**src/rtl/mul_hilo_pkg.sv**
```systemverilog
// Shared encodings for the HI/LO multiply controller: op codes, FSM states, capture modes.
// MUL_HILO_MADD_EN adds the MADD/MSUB family to the multiply-class decode.
package mul_hilo_pkg;

  localparam logic [3:0] OP_NOP   = 4'd0;
  localparam logic [3:0] OP_MULT  = 4'd1;
  localparam logic [3:0] OP_MULTU = 4'd2;
  localparam logic [3:0] OP_MTHI  = 4'd3;
  localparam logic [3:0] OP_MTLO  = 4'd4;
  localparam logic [3:0] OP_MADD  = 4'd5;
  localparam logic [3:0] OP_MADDU = 4'd6;
  localparam logic [3:0] OP_MSUB  = 4'd7;
  localparam logic [3:0] OP_MSUBU = 4'd8;

  typedef enum logic [1:0] {
    ST_IDLE = 2'd0,
    ST_CALC = 2'd1,
    ST_DONE = 2'd2
  } state_e;

  typedef enum logic [1:0] {
    ACC_LOAD = 2'd0,
    ACC_ADD  = 2'd1,
    ACC_SUB  = 2'd2
  } acc_mode_e;

  function automatic logic op_is_mul(logic [3:0] op);
    case (op)
      OP_MULT, OP_MULTU: return 1'b1;
`ifdef MUL_HILO_MADD_EN
      OP_MADD, OP_MADDU, OP_MSUB, OP_MSUBU: return 1'b1;
`endif
      default: return 1'b0;
    endcase
  endfunction

  function automatic logic op_is_signed(logic [3:0] op);
    return (op == OP_MULT) || (op == OP_MADD) || (op == OP_MSUB);
  endfunction

  function automatic acc_mode_e op_acc_mode(logic [3:0] op);
    case (op)
      OP_MADD, OP_MADDU: return ACC_ADD;
      OP_MSUB, OP_MSUBU: return ACC_SUB;
      default:           return ACC_LOAD;
    endcase
  endfunction

endpackage

```
**src/rtl/mul_hilo_ctrl_hilo_regs.sv**
```systemverilog
// HI/LO register pair: MTHI/MTLO writes and 64-bit product capture.
// The accumulate/subtract capture path exists only when MUL_HILO_MADD_EN is defined.
module hilo_regs
  import mul_hilo_pkg::*;
(
  input  logic        clk,
  input  logic        resetn,
  input  logic        mthi_we_i,
  input  logic        mtlo_we_i,
  input  logic [31:0] wdata_i,
  input  logic        cap_en_i,
  input  logic [1:0]  cap_mode_i,
  input  logic [63:0] cap_data_i,
  output logic [31:0] hi_o,
  output logic [31:0] lo_o
);

  logic [31:0] hi_q, hi_d;
  logic [31:0] lo_q, lo_d;
  logic [63:0] cap_val;

`ifdef MUL_HILO_MADD_EN
  always_comb begin
    case (cap_mode_i)
      ACC_ADD: cap_val = {hi_q, lo_q} + cap_data_i;
      ACC_SUB: cap_val = {hi_q, lo_q} - cap_data_i;
      default: cap_val = cap_data_i;
    endcase
  end
`else
  // Only plain loads exist in this build, so the mode is irrelevant.
  logic unused_cap_mode;
  assign unused_cap_mode = ^cap_mode_i;
  assign cap_val = cap_data_i;
`endif

  always_comb begin
    hi_d = hi_q;
    lo_d = lo_q;
    if (cap_en_i) begin
      {hi_d, lo_d} = cap_val;
    end else begin
      if (mthi_we_i) hi_d = wdata_i;
      if (mtlo_we_i) lo_d = wdata_i;
    end
  end

  always_ff @(posedge clk) begin
    if (!resetn) begin
      hi_q <= '0;
      lo_q <= '0;
    end else begin
      hi_q <= hi_d;
      lo_q <= lo_d;
    end
  end

  assign hi_o = hi_q;
  assign lo_o = lo_q;

endmodule

```
**src/rtl/mul_hilo_ctrl.sv**
```systemverilog
// Multi-cycle multiply controller between EX and the array multiplier; owns HI/LO.
// Defining MUL_HILO_MADD_EN enables the MADD/MADDU/MSUB/MSUBU accumulate ops.
//
// state   | meaning
// IDLE    | accept multiply or MTHI/MTLO from EX
// CALC    | operands held on the multiplier, pipeline stalled
// DONE    | product in HI/LO, completing instruction leaves EX
module mul_hilo_ctrl
  import mul_hilo_pkg::*;
#(
  parameter int MUL_CYCLES = 2
) (
  input  logic        clk,
  input  logic        resetn,
  input  logic        ex_valid_i,
  input  logic [3:0]  op_i,
  input  logic [31:0] rs_i,
  input  logic [31:0] rt_i,
  input  logic        flush_i,
  output logic        stall_o,
  output logic        mul_start_o,
  output logic        mul_sign_o,
  output logic [31:0] mul_op1_o,
  output logic [31:0] mul_op2_o,
  input  logic [63:0] mul_result_i,
  output logic [31:0] hi_o,
  output logic [31:0] lo_o
);

  localparam logic [3:0] CNT_LAST = 4'(MUL_CYCLES - 1);

  state_e      state_q, state_d;
  logic [3:0]  cnt_q, cnt_d;
  logic [31:0] op1_q, op1_d;
  logic [31:0] op2_q, op2_d;
  logic        sign_q, sign_d;
  acc_mode_e   mode_q, mode_d;
  logic        mthi_we, mtlo_we, cap_en;

  always_comb begin
    state_d     = state_q;
    cnt_d       = cnt_q;
    op1_d       = op1_q;
    op2_d       = op2_q;
    sign_d      = sign_q;
    mode_d      = mode_q;
    stall_o     = 1'b0;
    mul_start_o = 1'b0;
    mthi_we     = 1'b0;
    mtlo_we     = 1'b0;
    cap_en      = 1'b0;

    case (state_q)
      ST_IDLE: begin
        if (ex_valid_i) begin
          if (op_is_mul(op_i)) begin
            op1_d   = rs_i;
            op2_d   = rt_i;
            sign_d  = op_is_signed(op_i);
            mode_d  = op_acc_mode(op_i);
            cnt_d   = '0;
            stall_o = 1'b1;
            state_d = ST_CALC;
          end else if (op_i == OP_MTHI) begin
            mthi_we = 1'b1;
          end else if (op_i == OP_MTLO) begin
            mtlo_we = 1'b1;
          end
        end
      end
      ST_CALC: begin
        mul_start_o = 1'b1;
        stall_o     = 1'b1;
        cnt_d       = cnt_q + 4'd1;
        if (cnt_q == CNT_LAST) begin
          cap_en  = 1'b1;
          state_d = ST_DONE;
        end
      end
      ST_DONE: state_d = ST_IDLE;
      default: state_d = ST_IDLE;
    endcase

    // Flush kills whatever is in flight, including an accept in this same cycle.
    if (flush_i) begin
      state_d = ST_IDLE;
      cnt_d   = cnt_q;
      op1_d   = op1_q;
      op2_d   = op2_q;
      sign_d  = sign_q;
      mode_d  = mode_q;
      stall_o = 1'b0;
      mthi_we = 1'b0;
      mtlo_we = 1'b0;
      cap_en  = 1'b0;
    end
  end

  always_ff @(posedge clk) begin
    if (!resetn) begin
      state_q <= ST_IDLE;
      cnt_q   <= '0;
      op1_q   <= '0;
      op2_q   <= '0;
      sign_q  <= 1'b0;
      mode_q  <= ACC_LOAD;
    end else begin
      state_q <= state_d;
      cnt_q   <= cnt_d;
      op1_q   <= op1_d;
      op2_q   <= op2_d;
      sign_q  <= sign_d;
      mode_q  <= mode_d;
    end
  end

  assign mul_op1_o  = op1_q;
  assign mul_op2_o  = op2_q;
  assign mul_sign_o = sign_q;

  hilo_regs u_hilo_regs (
    .clk        (clk),
    .resetn     (resetn),
    .mthi_we_i  (mthi_we),
    .mtlo_we_i  (mtlo_we),
    .wdata_i    (rs_i),
    .cap_en_i   (cap_en),
    .cap_mode_i (mode_q),
    .cap_data_i (mul_result_i),
    .hi_o       (hi_o),
    .lo_o       (lo_o)
  );

endmodule

```
**config.mk**
```make
export PLATFORM = sky130hd
export DESIGN_NAME = mul_hilo_ctrl
export DESIGN_NICKNAME = d
export VERILOG_FILES = /design/src/rtl/mul_hilo_pkg.sv /design/src/rtl/mul_hilo_ctrl_hilo_regs.sv /design/src/rtl/mul_hilo_ctrl.sv
export SDC_FILE = /design/constraint.sdc
export NUM_CORES = 1
export LEC_CHECK = 0
export CORE_ASPECT_RATIO = 0.75
export CORE_UTILIZATION = 37
export DETAILED_ROUTE_END_ITERATION = 12
export GPL_ROUTABILITY_DRIVEN = 0
export PLACE_DENSITY = 0.86
export SLEW_MARGIN = 40
export SYNTH_ARGS = -nofsm -noshare
export SYNTH_HDL_FRONTEND = slang
export SYNTH_SLANG_ARGS = --single-unit
```
**constraint.sdc**
```tcl
create_clock -name clk -period 1.91 [get_ports clk]
set_clock_uncertainty 0.1 [all_clocks]
set_input_delay 0.2865 -clock clk [delete_from_list [all_inputs] [get_ports clk]]
set_output_delay 0.2865 -clock clk [all_outputs]
set_load 0.01 [all_outputs]
```
==> flow_summary.toml <==
[floorplanning]
core_um2 = 14550
io_pins = 267
die_w_um = 143.3
fp-row-count = 38
start_util = 0.3810
die_h_um = 108.0
die_area_um2 = 15480

[synth]
seq_area_frac_synth = 0.4876
yosysWarnings = 0
synthFlopType = "dfxtp_1"
netlist-cell-type-count = 39
ys_seq_elements = 135
synth_cells = 687
syn_avg_cell_area_um2 = 8.068
syn-cell-area_um2 = 5543
async_flop_share = 0
synth_fp_nets = 825
synth-edff-count = 0

[job]
max_cap_viol_count = 0

[clocking]
ctsLongestPathBuffers = 2
ctsHoldBuffers = 0
cts-buffers-inserted = 17
insertion_delay_ns = 0.41
path_clk_slew_ns = 0.06
cts_tree = "built"
root_buffer = "clkbuf_16"
clock_sinks = 135
htreeDepth = 4

[routing]
viasPerCell = 5.161
first_iter_violations = 291
routed_wl_mm = 19.32
post_drt_wl_per_cell_um = 16.66
vias = 5987
drc = 0
dr.pass1.iters = 6
ant_nets = 0

[power]
finalPower_mw = 6.780
ir_drop_mv = 0.5154
p_per_area_nw_per_um2 = 731.6
leakage_nw = 3.337

[critical_path]
timing.rr.start = "state_q[1]$_SDFFE_PP0P_"
worst-path-max-fanout = 3
startpoint_type = "primary input"
reg2reg_to = "u_hilo_regs.hi_o[11]$_SDFFE_PN0P_"
crit_path_end = "stall_o"
regToRegSetupSlack_ns = 0.07
startpoint = "op_i[3]"
r2r.worst_path.cells = 5
critical_path.max_stage_delay_ns = 0.41
critical_path_class = "primary input to output pin"
critPathArrivalTime_ns = 1.51
cp-end-kind = "output pin"
crit_required_ns = 1.52
cpMaxStageDelayCell = "clkdlybuf4s50_1"
cp_cell_sequence = "clkdlybuf4s50_1 > nand2b_1 > nor3_2 > o21a_1 > clkdlybuf4s15_2"

[timing]
min_period_ns = 1.901
finalHoldViolations = 0
hold_slack_ns = 0.1281
slew_violations = 0
setup_violations = 0
relSlewSlack = 0.7937
fmax_mhz = 526.0
tightestPinTransition_ns = 0.3087
rsz0062_at_grt = "true"
fin_crit_sh = 0.9953

[global_route]
grt_pass1_wl_mm = 29.10
grt_use_total = 0.2436
grt_pass1_vias = 5657
antenna_found_initial = 0
grt_max_degree = 57
grt.overflow.total = 0

[place]
io_buffer_count = 266
dp_hpwl_mm = 13.11

[cells_and_area]
syn_to_final_growth_pct = 67.20
regArea_um2 = 2704
nFillCells = 1226
drive_gt1_frac = 0.08438
multiInputGateArea_um2 = 2582
most-common-layout-cells = "261 x nand2_1, 260 x clkdlybuf4s50_1, 134 x dfxtp_1"
layout_commonest_cell = "nand2_1"
finalNetCount = 1085
num_antenna_cells = 0
final_util = 0.6370

[hold_path]
hp-class = "primary input to flop"

[outcome]
status = "finished, final reports clean"
[how the worst min path moves through the flow]
stage                                        to                       start  cells past startpoint
2_1_floorplan         mul_op1_o[0]$_SDFFE_PN0P_                     rs_i[0]                      2
5_1_grt        u_hilo_regs.lo_o[3]$_SDFFE_PN0P_                      resetn                      3
6_report       u_hilo_regs.lo_o[1]$_SDFFE_PN0P_                      resetn                      3
4_1_cts        u_hilo_regs.lo_o[1]$_SDFFE_PN0P_                      resetn                      3
3_3_place_gp         mul_op1_o[23]$_SDFFE_PN0P_  mul_op1_o[23]$_SDFFE_PN0P_                      2
3_5_place_dp          mul_op1_o[4]$_SDFFE_PN0P_   mul_op1_o[4]$_SDFFE_PN0P_                      2
[power by group]
part	switching, mW	leakage [nW]	internal, mW	total [mW]
clock network	1.30	0.278	1.98	3.28
logic	0.232	1.97	0.396	0.628
registers	0.0183	1.09	2.85	2.87
[synth_stat cells, types with 2 or more instances]
cell type    n  share of area
a21boi_0    49          0.066
a21boi_1    16          0.022
a21oi_1      2         0.0018
a31oi_1     63          0.071
buf_2       18          0.016
buf_4        4         0.0054
buf_6        3         0.0061
clkbuf_1    37          0.025
dfxtp_1    135           0.49
ha_1         2         0.0045
nand2_1    261           0.18
nand2b_1     2         0.0023
nand4b_1     2         0.0032
nor3_1       3         0.0027
o21ai_0     34          0.031
o22ai_1      2         0.0023
o31ai_1     31          0.042
or2_1        2         0.0023
[metrics by stage]
stage          worst slack, ns  TNS (ns)  instance area, um^2  cells
3_5_place_dp           -0.4872    -45.16                 8598   1125
4_1_cts               -0.08502  -0.08502                 9209   1157
5_1_grt               -0.02384  -0.02384                 9268   1160
6_report              0.008892         0                 9268   1160
2_1_floorplan          0.08096         0                 5543    687
3_3_place_gp           -0.3921    -40.23                 8598   1125
[worst max-delay path: cells and delay by family]
kind                   cells  cell delay [ns]
AND/OR/NAND/NOR            2             0.38
AO/OA/AOI/OAI              1             0.19
buffers and inverters      2             0.66
[sequential cells by signal (all words and copies together) (netlist names)]
name and flops:
state_q 2, mul_op1_o 32, cnt_q 4, mul_op2_o 32, u_hilo_regs.hi_o 32, mul_sign_o 1
u_hilo_regs.lo_o 32
[kinds of logic after synthesis]
| kind of cell | synth area share |
|---|---|
| AND/OR/NAND/NOR | 0.2102 |
| buffers and inverters | 0.05350 |
| multiplexers | 0.003837 |
| flip-flops | 0.4876 |
| XOR/XNOR | 0.001580 |
| AO/OA/AOI/OAI | 0.2388 |
| adder cells (fa/ha/maj) | 0.004514 |
[final cells by class]
cell class                      count  share of cell area
Clock buffer                       20             0.04820
Multi-Input combinational cell    489              0.2787
Inverter                            1           0.0004050
Tap cell                          200             0.02700
Clock inverter                     12             0.01553
Sequential cell                   135              0.2918
Timing Repair Buffer              303              0.3385
[timing repair]
action / CTS / global route
buffers inserted: 0 / 2
cloned: 0 / 1
pin swaps: 0 / 2
gates resized for setup: 10 / 11
endpoints found under the setup margin: 23 / 98
[per-layer routing]
metal / GRT usage / share of wire
met4: 0.08435 / 0.017
met3: 0.08326 / 0.093
met5: 0 / 0
met2: 0.4017 / 0.46
met1: 0.2966 / 0.43
(Power assumes the default switching activity.)
